--- src/rtl/calc_pkg.sv ---
// Shared types and constants for the calculator sequencer.
package calc_pkg;

    localparam int unsigned OperandWidth = 14;

    // Encodings are visible on state_code and must stay fixed.
    typedef enum logic [2:0] {
        StEnterA = 3'd0,
        StEnterB = 3'd1,
        StCalc   = 3'd2,
        StShow   = 3'd3,
        StError  = 3'd4
    } state_e;

    typedef enum logic [1:0] {
        OpAdd = 2'd0,
        OpSub = 2'd1,
        OpMul = 2'd2,
        OpDiv = 2'd3
    } op_e;

endpackage

--- src/rtl/calc_sequencer_if.sv ---
// Request/response handshake between the sequencer and the ALU.
interface calc_sequencer_if;
    import calc_pkg::*;

    logic                    alu_start;
    op_e                     alu_op;
    logic [OperandWidth-1:0] alu_a;
    logic [OperandWidth-1:0] alu_b;
    logic                    alu_done;
    logic                    alu_overflow;
    logic [OperandWidth-1:0] alu_result;

    modport master (
        output alu_start, alu_op, alu_a, alu_b,
        input  alu_done, alu_overflow, alu_result
    );

    modport slave (
        input  alu_start, alu_op, alu_a, alu_b,
        output alu_done, alu_overflow, alu_result
    );

endinterface

--- src/rtl/calc_timeout_counter.sv ---
// Cycle counter bounding the wait for the ALU; saturates at Limit-1.
module calc_timeout_counter #(
    parameter int unsigned Limit = 64
) (
    input  logic clk,
    input  logic rst_ext,
    input  logic clear,
    input  logic enable,
    output logic expired
);

    localparam int unsigned CntW = (Limit > 1) ? $clog2(Limit) : 1;
    localparam logic [CntW-1:0] LastCount = CntW'(Limit - 1);

    logic [CntW-1:0] count_q;

    // Clear wins over counting; hold once the last count is reached.
    always_ff @(posedge clk or negedge rst_ext) begin
        if (!rst_ext) begin
            count_q <= '0;
        end else if (clear) begin
            count_q <= '0;
        end else if (enable && !expired) begin
            count_q <= count_q + CntW'(1);
        end
    end

    assign expired = (count_q == LastCount);

endmodule

--- src/rtl/calc_sequencer.sv ---
// Calculator control FSM: operand entry, ALU launch/wait, result and error display.
module calc_sequencer
    import calc_pkg::*;
#(
    parameter int unsigned ALU_TIMEOUT = 64,
    parameter int unsigned MAX_VALUE   = 9999
) (
    input  logic                    clk,
    input  logic                    rst_ext,
    input  logic                    btn_next,
    input  logic                    btn_back,
    input  logic                    btn_clear,
    input  logic [1:0]              op_sel,
    input  logic [OperandWidth-1:0] number_1,
    input  logic [OperandWidth-1:0] number_2,
    calc_sequencer_if.master        alu,
    output logic                    write_number_select,
    output logic                    slider_en,
    output logic                    clear_numbers,
    output logic [OperandWidth-1:0] result,
    output logic                    result_valid,
    output logic                    error,
    output logic [2:0]              state_code
);

    state_e                  state_q, state_d;
    logic                    start_q, start_d;
    logic                    clear_q, clear_d;
    logic                    latch_ops;
    logic                    load_result;
    logic                    cnt_clear;
    logic                    cnt_expired;
    logic                    result_ok;
    logic [OperandWidth-1:0] result_q;
    logic [OperandWidth-1:0] alu_a_q, alu_b_q;
    op_e                     alu_op_q;

    calc_timeout_counter #(
        .Limit (ALU_TIMEOUT)
    ) u_timeout (
        .clk     (clk),
        .rst_ext (rst_ext),
        .clear   (cnt_clear),
        .enable  (state_q == StCalc),
        .expired (cnt_expired)
    );

    assign result_ok = !alu.alu_overflow && (32'(alu.alu_result) <= MAX_VALUE);

    // Next state plus one-shot strobes; btn_clear overrides every state.
    always_comb begin
        state_d     = state_q;
        start_d     = 1'b0;
        clear_d     = 1'b0;
        latch_ops   = 1'b0;
        load_result = 1'b0;
        cnt_clear   = 1'b0;
        if (btn_clear) begin
            state_d = StEnterA;
            clear_d = 1'b1;
        end else begin
            unique case (state_q)
                StEnterA: begin
                    if (btn_next) state_d = StEnterB;
                end
                StEnterB: begin
                    if (btn_back) begin
                        state_d = StEnterA;
                    end else if (btn_next) begin
                        latch_ops = 1'b1;
                        // Divide by zero is rejected before the ALU ever sees it.
                        if (op_sel == OpDiv && number_2 == '0) begin
                            state_d = StError;
                        end else begin
                            state_d   = StCalc;
                            start_d   = 1'b1;
                            cnt_clear = 1'b1;
                        end
                    end
                end
                StCalc: begin
                    // A response in the timeout cycle still counts.
                    if (alu.alu_done) begin
                        if (result_ok) begin
                            load_result = 1'b1;
                            state_d     = StShow;
                        end else begin
                            state_d = StError;
                        end
                    end else if (cnt_expired) begin
                        state_d = StError;
                    end
                end
                StShow, StError: begin
                    if (btn_next) begin
                        state_d = StEnterA;
                        clear_d = 1'b1;
                    end
                end
                default: state_d = StEnterA;
            endcase
        end
    end

    // State register and registered strobes.
    always_ff @(posedge clk or negedge rst_ext) begin
        if (!rst_ext) begin
            state_q <= StEnterA;
            start_q <= 1'b0;
            clear_q <= 1'b0;
        end else begin
            state_q <= state_d;
            start_q <= start_d;
            clear_q <= clear_d;
        end
    end

    // Operand/op snapshot taken when leaving ENTER_B forward.
    always_ff @(posedge clk or negedge rst_ext) begin
        if (!rst_ext) begin
            alu_a_q  <= '0;
            alu_b_q  <= '0;
            alu_op_q <= OpAdd;
        end else if (latch_ops) begin
            alu_a_q  <= number_1;
            alu_b_q  <= number_2;
            alu_op_q <= op_e'(op_sel);
        end
    end

    // Result holds until the next successful calculation.
    always_ff @(posedge clk or negedge rst_ext) begin
        if (!rst_ext) begin
            result_q <= '0;
        end else if (load_result) begin
            result_q <= alu.alu_result;
        end
    end

    assign alu.alu_start        = start_q;
    assign alu.alu_op           = alu_op_q;
    assign alu.alu_a            = alu_a_q;
    assign alu.alu_b            = alu_b_q;
    assign clear_numbers        = clear_q;
    assign result               = result_q;
    assign state_code           = state_q;
    assign write_number_select  = (state_q == StEnterB);
    assign slider_en            = (state_q == StEnterA) || (state_q == StEnterB);
    assign result_valid         = (state_q == StShow);
    assign error                = (state_q == StError);

endmodule

--- src/flat_wrapper.sv ---
// flat-port wrapper written by rule: the top's interface ports become plain ports
module calc_sequencer_flat import calc_pkg::*;
#(
    parameter int unsigned ALU_TIMEOUT = 64,
    parameter int unsigned MAX_VALUE   = 9999
)
  (clk, rst_ext, btn_next, btn_back, btn_clear, op_sel, number_1, number_2, write_number_select, slider_en, clear_numbers, result, result_valid, error, state_code, alu_alu_start, alu_alu_op, alu_alu_a, alu_alu_b, alu_alu_done, alu_alu_overflow, alu_alu_result);
  calc_sequencer_if alu_i ();
  input  logic clk;
  input  logic rst_ext;
  input  logic btn_next;
  input  logic btn_back;
  input  logic btn_clear;
  input  logic [1:0] op_sel;
  input  logic [OperandWidth-1:0] number_1;
  input  logic [OperandWidth-1:0] number_2;
  output logic write_number_select;
  output logic slider_en;
  output logic clear_numbers;
  output logic [OperandWidth-1:0] result;
  output logic result_valid;
  output logic error;
  output logic [2:0] state_code;
  output wire logic [$bits(alu_i.alu_start)-1:0] alu_alu_start;
  output wire logic [$bits(alu_i.alu_op)-1:0] alu_alu_op;
  output wire logic [$bits(alu_i.alu_a)-1:0] alu_alu_a;
  output wire logic [$bits(alu_i.alu_b)-1:0] alu_alu_b;
  input wire logic [$bits(alu_i.alu_done)-1:0] alu_alu_done;
  input wire logic [$bits(alu_i.alu_overflow)-1:0] alu_alu_overflow;
  input wire logic [$bits(alu_i.alu_result)-1:0] alu_alu_result;
  assign alu_alu_start = alu_i.alu_start;
  assign alu_alu_op = alu_i.alu_op;
  assign alu_alu_a = alu_i.alu_a;
  assign alu_alu_b = alu_i.alu_b;
  assign alu_i.alu_done = alu_alu_done;
  assign alu_i.alu_overflow = alu_alu_overflow;
  assign alu_i.alu_result = alu_alu_result;
  calc_sequencer #(.ALU_TIMEOUT(ALU_TIMEOUT), .MAX_VALUE(MAX_VALUE)) u_core (.clk(clk), .rst_ext(rst_ext), .btn_next(btn_next), .btn_back(btn_back), .btn_clear(btn_clear), .op_sel(op_sel), .number_1(number_1), .number_2(number_2), .alu(alu_i), .write_number_select(write_number_select), .slider_en(slider_en), .clear_numbers(clear_numbers), .result(result), .result_valid(result_valid), .error(error), .state_code(state_code));
endmodule
--- config.mk ---
export PLATFORM = sky130hd
export DESIGN_NAME = calc_sequencer_flat
export DESIGN_NICKNAME = d
export VERILOG_FILES = /design/src/rtl/calc_pkg.sv /design/src/rtl/calc_sequencer_if.sv /design/src/rtl/calc_timeout_counter.sv /design/src/rtl/calc_sequencer.sv /design/src/flat_wrapper.sv
export SDC_FILE = /design/constraint.sdc
export NUM_CORES = 1
export LEC_CHECK = 0
export ABC_AREA = 1
export CAP_MARGIN = 20
export CORE_MARGIN = 2
export CORE_UTILIZATION = 38
export DETAILED_ROUTE_END_ITERATION = 8
export PLACE_DENSITY = 0.8
export REMOVE_ABC_BUFFERS = 1
export SLEW_MARGIN = 15
export SYNTH_ARGS = -nofsm -noshare
export SYNTH_HDL_FRONTEND = slang
export SYNTH_SLANG_ARGS = --single-unit
--- constraint.sdc ---
create_clock -name clk -period 1.45 [get_ports clk]
set_input_delay 0.145 -clock clk [delete_from_list [all_inputs] [get_ports clk]]
set_output_delay 0.145 -clock clk [all_outputs]
set_load 0.005 [all_outputs]
---- Word level (Yosys, flattened, before mapping) ----
Cells that the tools add are included.
storage, ports and cells
  flip-flop bits (word level) ............. 55
  bits of input ports ..................... 51
  output and inout bits ................... 53
  word-level logic and storage cells ...... 58
operators by class
  $add $sub $neg .......................... 1
  mux-type cells .......................... 27
  reductions and logical operators ........ 11
  magnitude comparators ................... 1
  equal/unequal tests ..................... 10
operator list
  operator              number
  $mux 3                9
  $mux 1                15
  $le 14x14->1 const B  1
  $logic_not 14->1      1
  $mux 6                2
  $pmux 3 s4            1
  $add 6x1->6 const B   1
  $eq 3x2->1 const B    2
  $eq 6x6->1 const B    1
  $ne 3x3->1 const B    2
  $ne 4x3->1 const B    1
  $ne 4x4->1 const B    1
  $reduce_and 4->1      1
  $eq 3x1->1 const B    1
  $eq 3x3->1 const B    1
  $logic_and 1x1->1     3
  $logic_not 3->1       1
  $eq 2x2->1 const B    1
  $logic_not 1->1       2
  $reduce_bool 2->1     1
  $reduce_or 2->1       1
  $logic_or 1x1->1      1

---- Depth between registers and ports, before layout ----
Gate-level depths: netlist of the first run.
  depth in word-level cells ............... 8
  mapped depth ............................ 10

---- Hierarchy ----
From an unflattened synthesis of the first run, not the netlist that was laid out.
second synthesis, totals
  cell total of the unflattened synthesis .. 306
  area total of the unflattened synthesis .. 2692.6 um2
by module, submodules not included
  module                seq. area each (um2)  area each (um2)  cells an instance  instances
  calc_sequencer        1226.2                2293.4           253                1
  calc_timeout_counter  150.1                 399.1            53                 1

---- Least setup slack after synthesis of the first run ----
OpenSTA, ideal clock, no wires.
  path type ............................... reg-to-reg
  start ................................... reg u_core.state_q[1] (netlist: u_core.state_code[1])
  end ..................................... reg u_core.alu_a_q[0] (netlist: u_core.alu.alu_a[0])
  cell stages (with the launch flop) ...... 7
  data arrival time ....................... 1301 ps
  slack ................................... 23 ps
  setup time .............................. 125 ps
  clock period less this slack ............ 1427 ps
  path buffers ............................ 1
  data required time ...................... 1325 ps
  cell sequence ........................... dfrtp_1 -> nor2_2 -> nand3b_2 -> inv_2 -> nand2_2 -> buf_6 -> mux2_4
between the ends
  longest elaborated chain between the ends .. 3
RTL lines
  element                   RTL line               text
  start: declaration        calc_sequencer.sv:26   state_e state_q, state_d;
  start signal: assignment  calc_sequencer.sv:108  state_q <= StEnterA;
  start signal: assignment  calc_sequencer.sv:112  state_q <= state_d;
  $eq 3x1->1                calc_sequencer.sv:62   unique case (state_q)
  $mux 1                    calc_sequencer.sv:62
  $mux 1                    calc_sequencer.sv:58   if (btn_clear) begin
  end signal: assignment    calc_sequencer.sv:125  alu_a_q <= number_1;
  end: declaration          calc_sequencer.sv:35   logic [OperandWidth-1:0] alu_a_q, alu_b_q;
Every way passes these cells.
A chain may end at the register's enable or synchronous reset.

---- Final worst setup path of the first run ----
  start ................................... reg u_core.state_q[1] (netlist: u_core.state_code[1])
  end ..................................... reg u_core.state_q[0] (netlist: u_core.state_code[0])
between the ends
  longest elaborated chain between the ends .. 4
  elaborated cells between the ends (all ways) .. 13
  classes of those cells .................. eq/ne: 8; mux: 2; reduce/logical: 3
RTL lines
  element                                                      RTL line
  $eq 3x2->1 / $eq 3x3->1 (equally long branches)              calc_sequencer.sv:62
  $reduce_or 2->1                                              calc_sequencer.sv:62
  $ne 3x3->1 (no line) / $pmux 3 s4 (equally long branches)    --
  $reduce_and 4->1 (no line) / $mux 3 (equally long branches)  --
Parallel ways exist; a longest one is shown, timed or not.

==> summary.txt, run 1 <==
Worst hold path
  • Min-delay worst type: in -> async

Detailed routing
  • Via Count: 2261
  • Avg WL per Cell: 14.01 um
  • Drt first pass iters: 4
  • WL final: 6.768 mm
  • Via density per instance: 4.681
  • First DRT Iteration DRCs: 77
  • # DRC: 0
  • Post-route ant nets: 0

Timing
  • Worst clock skew: 0.009355 ns
  • Hold_ws: 0.3451 ns
  • Slew Limit Headroom: 63.12%
  • Post-route minimum period: 1.590 ns
  • Slew Limit Fails: 0
  • Setup ws final: -0.1402 ns
  • Final Hold Viols: 0
  • Setup Viol. Count Final: 49
  • F_max: 628.8 MHz
  • Least-Margin Pin Slew: 0.5532 ns
  • RSZ-0062 raised after global routing: true
  • Period utilisation layout: 109.7%

Pwr
  • Tot Pwr: 5.801 mW
  • Pwr Density: 1382 nW/um^2
  • Leakage: 2.108 nW
  • VDD IR max: 919.1 uV

Worst setup path
  • Cells on worst reg2reg path: 11
  • WS Path Type: reg -> reg
  • CP max stage delay: 0.41 ns
  • Slowest stage cell, crit path: dfrtp_1
  • CP endpoint kind: register
  • Crit-path max FO: 3
  • CP cell instances: buf_6 -> nand2_2 -> nor2_4 -> buf_4 -> nor2_1 -> nand2_1 -> nand2_2 -> nand2_1 -> nor2_2 -> nand2_1 -> nand2_1
  • Worst setup SP type: register
  • CP bufs+invs: 2
  • Critical Path Stages: 11
  • Cell family with most CP delay: simple AND/OR/NAND/NOR gates
  • Cell mode on critical path: nand2_1
  • Worst EP arrival: 1.84 ns
  • Worst path required time: 1.70 ns

Floorplan
  • Row count: 29
  • Die Ht: 84.97 um
  • Starting Density: 39.23%
  • Die X-Extent: 84.97 um
  • Core area: 6350 um^2
  • Io pins: 104
  • Die area: 7219 um^2

Yosys
  • Async SR Flop Fraction: 100.0%
  • Post-synthesis instance total: 263
  • Cell Area, Synth: 2491 um^2
  • Largest family of logic cells by synthesized area: simple AND/OR/NAND/NOR gates
  • Seq/Total Area, Yosys: 55.25%
  • Post-synth EDFFs: 0
  • Yosys top cell by area: dfrtp_1
  • Yosys cell types: 23
  • Top cells by area in the synthesized netlist: dfrtp_1 55%, nand2_1 14%, mux2_4 12%
  • Yosys Warn Count: 0
  • Syn Area/Cell: 9.472 um^2
  • Simple-gate share of the synthesized area: 23.15%
  • Area share of fa/ha/maj cells after synthesis: 0.5023%
  • Compound-cell area share of the yosys netlist: 2.762%
  • Synth Flop Type: dfrtp_1
  • Multiplexer area fraction after synthesis: 12.05%
  • Synth Register Bits: 55
  • Top-area cell type share of the netlist area: 55.25%
  • XOR/XNOR Fraction of Synth Area: 0.3516%

Clocking
  • CTS HTree Levels: 2
  • Max clock buf depth: 2
  • Clock slew at reported path FFs: 0.11 ns
  • CTS buffer count: 5
  • Clock Tree Root: clkbuf_8
  • Sink Count: 55
  • CTS tree: done
  • Clk_lat worst skew: 0.31 ns

Global routing
  • Vias in the first global route: 2216
  • Wire length of the first global-routing pass: 10.41 mm
  • Grt total ovfl: 0
  • Initial antenna violation count: 0
  • Largest net degree at the start of global routing: 34
  • Total GRT Usage: 17.78%

Placed design
  • Placer Congestion: 0.7701
  • PortBufs: 103
  • Post-DP HPWL: 4.548 mm
  • Dpl cells: 457

Final layout
  • # diodes: 0
  • Post-Layout Cell Count: 483
  • Area growth from synthesis to layout: 68.46%
  • FILL cells: 482
  • # nets final: 457
  • Layout cells sized above 1: 25.86%
  • Layout Utilization: 66.09%

Job
  • MaxCap Viol Count: 0

Run status
  • Failing checks: setup timing
  • Outcome: complete, but fails checks
[worst paths after layout]
path	endpoint	slack [ns]	start
min in group clk	u_core.result[3]	0.37	alu_alu_result[3]
setup reg to reg	u_core.state_code[0]	-0.14	u_core.state_code[1]
hold / removal	u_core.alu.alu_op[0]	0.35	rst_ext
hold reg to reg	u_core.result[0]	0.49	u_core.result[0]
setup / recovery	u_core.state_code[0]	-0.14	u_core.state_code[1]
max in group asynchronous	u_core.result[2]	0.54	rst_ext
[cells in the final DEF (no fill, tap or decap), drive strengths merged]
master / synthesis / final
buf: 4 / 37
o21ai: 12 / 12
mux2: 20 / 20
dlygate4sd3: 0 / 1
xor2: 1 / 1
clkinv: 0 / 1
inv: 28 / 30
clkdlybuf4s15: 0 / 2
clkbuf: 2 / 8
nand4: 4 / 4
dfrtp: 55 / 55
a21oi: 1 / 1
clkdlybuf4s50: 0 / 95
nand3b: 1 / 1
nor3: 1 / 1
ha: 1 / 1
dlygate4sd2: 0 / 3
nand3: 13 / 13
nand2: 97 / 97
nor2: 23 / 23
[what timing repair did]
item / CTS / global route
setup endpoints to repair: 27 / 57
hold endpoints to repair: 22 / 0
pin swaps: 3 / 4
hold buffers: 1 / 0
cloned: 1 / 1
setup buffers: 9 / 6
gates resized for setup: 32 / 35
[state kept, by name, summed over array words and instances, names as in the netlist]
| name | cells |
|---|---|
| u_core.alu.alu_a | 14 |
| u_core.alu.alu_b | 14 |
| u_core.result | 14 |
| u_core.u_timeout.count_q | 6 |
| u_core.state_code | 3 |
| u_core.alu.alu_op | 2 |
| u_core.alu.alu_start | 1 |
| u_core.clear_numbers | 1 |
[layer usage]
metal	global-route usage (%)	routed length (um)
met1	22.25	2883
met2	31.96	3529
met3	2.918	287
met4	4.329	68
met5	0	0
[synthesized netlist by cell type, types with 2 or more instances]
| master | n |
|---|---|
| dfrtp_1 | 55 |
| nand4_1 | 4 |
| nor2_2 | 2 |
| inv_1 | 26 |
| nor2_1 | 20 |
| nand3_1 | 12 |
| clkbuf_1 | 2 |
| buf_6 | 2 |
| o21ai_0 | 6 |
| inv_2 | 2 |
| mux2_4 | 20 |
| o21ai_1 | 6 |
| nand2_1 | 96 |
[final cells by class]
| class | count | area, um^2 | share of cell area, % |
|---|---|---|---|
| Inverter | 28 | 112.6 | 2.683 |
| Tap cell | 77 | 96.34 | 2.296 |
| Sequential cell | 55 | 1378 | 32.83 |
| Clock buffer | 5 | 68.82 | 1.640 |
| Timing Repair Buffer | 141 | 1423 | 33.90 |
| Multi-Input combinational cell | 174 | 1092 | 26.03 |
| Clock inverter | 3 | 26.28 | 0.6261 |
[stage by stage]
step	setup slack (ns)	cell area (um^2)	TNS [ns]
floorplan	-0.3386	2449	-8.273
detailed placement	-0.1456	3771	-4.497
finish	-0.1402	4197	-4.222
global route	-0.2290	4197	-8.357
global placement	-0.1099	3771	-3.470
CTS	-0.09327	4045	-1.640
[where the power goes]
group / leakage (nW) / internal (mW) / switching, mW
Combinational: 1.35 / 1.67 / 0.796
Sequential: 0.708 / 2.07 / 0.359
Clock: 0.0491 / 0.357 / 0.539
[kinds of logic after synthesis]
| group | after synthesis |
|---|---|
| AND/OR/NAND/NOR | 139 |
| flip-flops | 55 |
| buffers and inverters | 34 |
| multiplexers | 20 |
| AO/OA/AOI/OAI | 13 |
| XOR/XNOR | 1 |
| adder cells (fa/ha/maj) | 1 |
(Power assumes the default switching activity.)
==> run 2: changes to the inputs <==
--- a/config.mk
+++ b/config.mk
@@ -8,9 +8,10 @@
 export ABC_AREA = 1
 export CAP_MARGIN = 20
 export CORE_MARGIN = 2
-export CORE_UTILIZATION = 38
+export CORE_UTILIZATION = 43
+export CTS_CLUSTER_SIZE = 14
 export DETAILED_ROUTE_END_ITERATION = 8
-export PLACE_DENSITY = 0.8
+export PLACE_DENSITY = 0.86
 export REMOVE_ABC_BUFFERS = 1
 export SLEW_MARGIN = 15
 export SYNTH_ARGS = -nofsm -noshare
==> constraint.sdc (replaced) <==
create_clock -name clk -period 1.75 [get_ports clk]
set_input_delay 0.175 -clock clk [delete_from_list [all_inputs] [get_ports clk]]
set_output_delay 0.175 -clock clk [all_outputs]
set_load 0.005 [all_outputs]
==> run 2 against run 1 <==
  * The run now ends clean
  * Clock-buffer cell count stayed put
  * Critical path depth is 7 lower
  * Register-to-register slack better by 0.39 ns
  * Sequential cell count stayed put
  * Clock skew is 0.0012 ns lower
  * Total power is 22% lower
  * Final area is 10% lower
  * Combinational power is 26% lower
  * Hold slack better by 0.058 ns
  * Core utilization is 2.1 points higher
  * Critical endpoint is now write_number_select
  * Highest routed layer unchanged
==> summary.txt, run 2 (synthesized netlist as in run 1, its figures left out) <==
Worst setup path
  • CP endpoint kind: primary output
  • Critical Path Stages: 4 (-7)
  • RR Endpoint: u_core.alu.alu_a[5]
  • CP bufs+invs: 2 (unchanged)
  • WS Path Type: reg -> out
  • Critical path launch point: u_core.state_code[1]
  • Slowest stage cell, crit path: clkdlybuf4s50_1
  • Worst setup SP type: register
  • Worst path required time: 1.57 ns (-0.13 ns)
  • R2r startpoint: u_core.state_code[1]
  • CP cell instances: nor2_2 -> nand2_1 -> inv_1 -> clkdlybuf4s50_1
  • Worst EP arrival: 1.52 ns (-0.32 ns)
  • Crit-path max FO: 6 (+3)
  • Cells on worst reg2reg path: 6 (-5)
  • CP max stage delay: 0.49 ns (+0.08 ns)
  • Cell family with most CP delay: buffers and inverters
  • Worst reg2reg setup slack: 0.25 ns (+0.39 ns)
  • Capture point of the critical path: write_number_select

Global routing
  • Largest net degree at the start of global routing: 33 (-2.9%)
  • Grt total ovfl: 0 (unchanged)
  • Total GRT Usage: 19.14% (+1.4 points)
  • Wire length of the first global-routing pass: 9.535 mm (-8.4%)
  • Vias in the first global route: 2038 (-8.0%)
  • Initial antenna violation count: 0 (unchanged)

Floorplan
  • Starting Density: 44.96% (+5.7 points)
  • Row count: 27 (-6.9%)
  • Die area: 6418 um^2 (-11%)
  • Die Ht: 80.12 um (-5.7%)
  • Core area: 5540 um^2 (-13%)
  • Die X-Extent: 80.12 um (-5.7%)
  • Io pins: 104 (unchanged)

Final layout
  • Most common cell after layout, fill and taps aside: clkdlybuf4s50_1
  • Area growth from synthesis to layout: 51.58%
  • # diodes: 0 (unchanged)
  • # nets final: 429 (-6.1%)
  • Layout cells sized above 1: 13.76% (-12 points)
  • Commonest non-fill, non-tap cells in the layout: 101 x clkdlybuf4s50_1, 96 x nand2_1, 52 x dfrtp_1

Timing
  • Least-Margin Pin Slew: 0.5517 ns (-0.001472 ns)
  • Setup ws final: 0.05659 ns (+0.1968 ns)
  • RSZ-0062 raised after global routing: true
  • Slew Limit Headroom: 63.22% (+0.098 points)
  • Post-route minimum period: 1.693 ns
  • Setup Viol. Count Final: 0 (-100%)
  • Final Hold Viols: 0 (unchanged)
  • Hold_ws: 0.4035 ns (+0.05843 ns)
  • Period utilisation layout: 96.77%
  • F_max: 590.5 MHz
  • Slew Limit Fails: 0 (unchanged)
  • Worst clock skew: 0.008117 ns (-0.001238 ns)

Job
  • MaxCap Viol Count: 0 (unchanged)

Detailed routing
  • Drt first pass iters: 4 (unchanged)
  • Via Count: 2100 (-7.1%)
  • Post-route ant nets: 0 (unchanged)
  • # DRC: 0 (unchanged)
  • WL final: 5.833 mm (-14%)
  • Avg WL per Cell: 12.96 um (-7.5%)
  • First DRT Iteration DRCs: 86 (+12%)
  • Via density per instance: 4.667 (-0.31%)

Clocking
  • CTS HTree Levels: 2 (unchanged)
  • Clock Tree Root: clkbuf_8
  • CTS buffer count: 5 (unchanged)
  • Clock slew at reported path FFs: 0.09 ns (-0.02 ns)
  • Max clock buf depth: 2 (unchanged)
  • CTS tree: done
  • Clk_lat worst skew: 0.30 ns (about the same)
  • Sink Count: 55 (unchanged)

Pwr
  • Leakage: 1.895 nW (-10%)
  • Tot Pwr: 4.518 mW (-22%)
  • Pwr Density: 1196 nW/um^2 (-13%)
  • VDD IR max: 597.2 uV (-35%)

Placed design
  • PortBufs: 103 (unchanged)
  • Post-DP HPWL: 4.560 mm (+0.26%)
  • Dpl ws: 0.1416 ns (+0.2872 ns)
  • Placer Congestion: 0.8961 (+16%)

Run status
  • Outcome: finished, final reports clean

Worst hold path
  • Min-delay worst type: in -> async
[run 2: layer usage]
metal  up-vias  global-route usage, %  routed length, um
met5         -                      0                  0
met4         0                  5.085                 60
met3         7                  3.708                332
met2        64                  33.17               2993
met1       981                  24.49               2447
li1       1048                      -                  -
[run 2: worst min path at each step]
stage	startpoint	end	slack, ns	cells after the start
after floorplan	rst_ext	u_core.alu.alu_a[0]	-0.12	0
after global placement	rst_ext	u_core.alu.alu_b[0]	0.20	1
after detailed placement	rst_ext	u_core.alu.alu_b[0]	0.20	1
after CTS	alu_alu_result[1]	u_core.result[1]	0.41	3
after global routing	rst_ext	u_core.alu.alu_b[1]	0.43	2
final	rst_ext	u_core.alu.alu_b[0]	0.40	2
[run 2: area by class of cell]
| class | count | area (um^2) |
|---|---|---|
| fillers | 446 | 1764 |
| flip-flops and latches | 55 | 1380 |
| repair buffers | 113 | 1140 |
| multi-input cells | 174 | 972.2 |
| inverters | 28 | 105.1 |
| well taps | 72 | 90.09 |
| clock buffers | 5 | 68.82 |
| clock inverters | 3 | 20.02 |
[run 2: what timing repair did]
item                                    CTS  global route
endpoints found under the setup margin    2             5
pin swaps                                 1             0
setup buffers                             3             0
hold endpoints to repair                 23             0
hold buffers                              1             0
gates resized for setup                   2             4
[run 2: per-stage QoR]
step / setup TNS (ns) / area, um^2 / util (%) / cells
after floorplan: -0.7720 / 2449 / - / 257
after global placement: 0 / 3647 / 65.83 / 438
after detailed placement: 0 / 3647 / 65.83 / 438
after CTS: 0 / 3769 / 68.02 / 450
after global routing: -0.03664 / 3776 / 68.16 / 450
final: 0 / 3776 / 68.16 / 450
[run 2: power breakdown]
| group | internal (mW) | switching [mW] |
|---|---|---|
| Sequential | 1.72 | 0.288 |
| Clock | 0.279 | 0.388 |
| Combinational | 1.26 | 0.577 |
| Total | 3.27 | 1.25 |
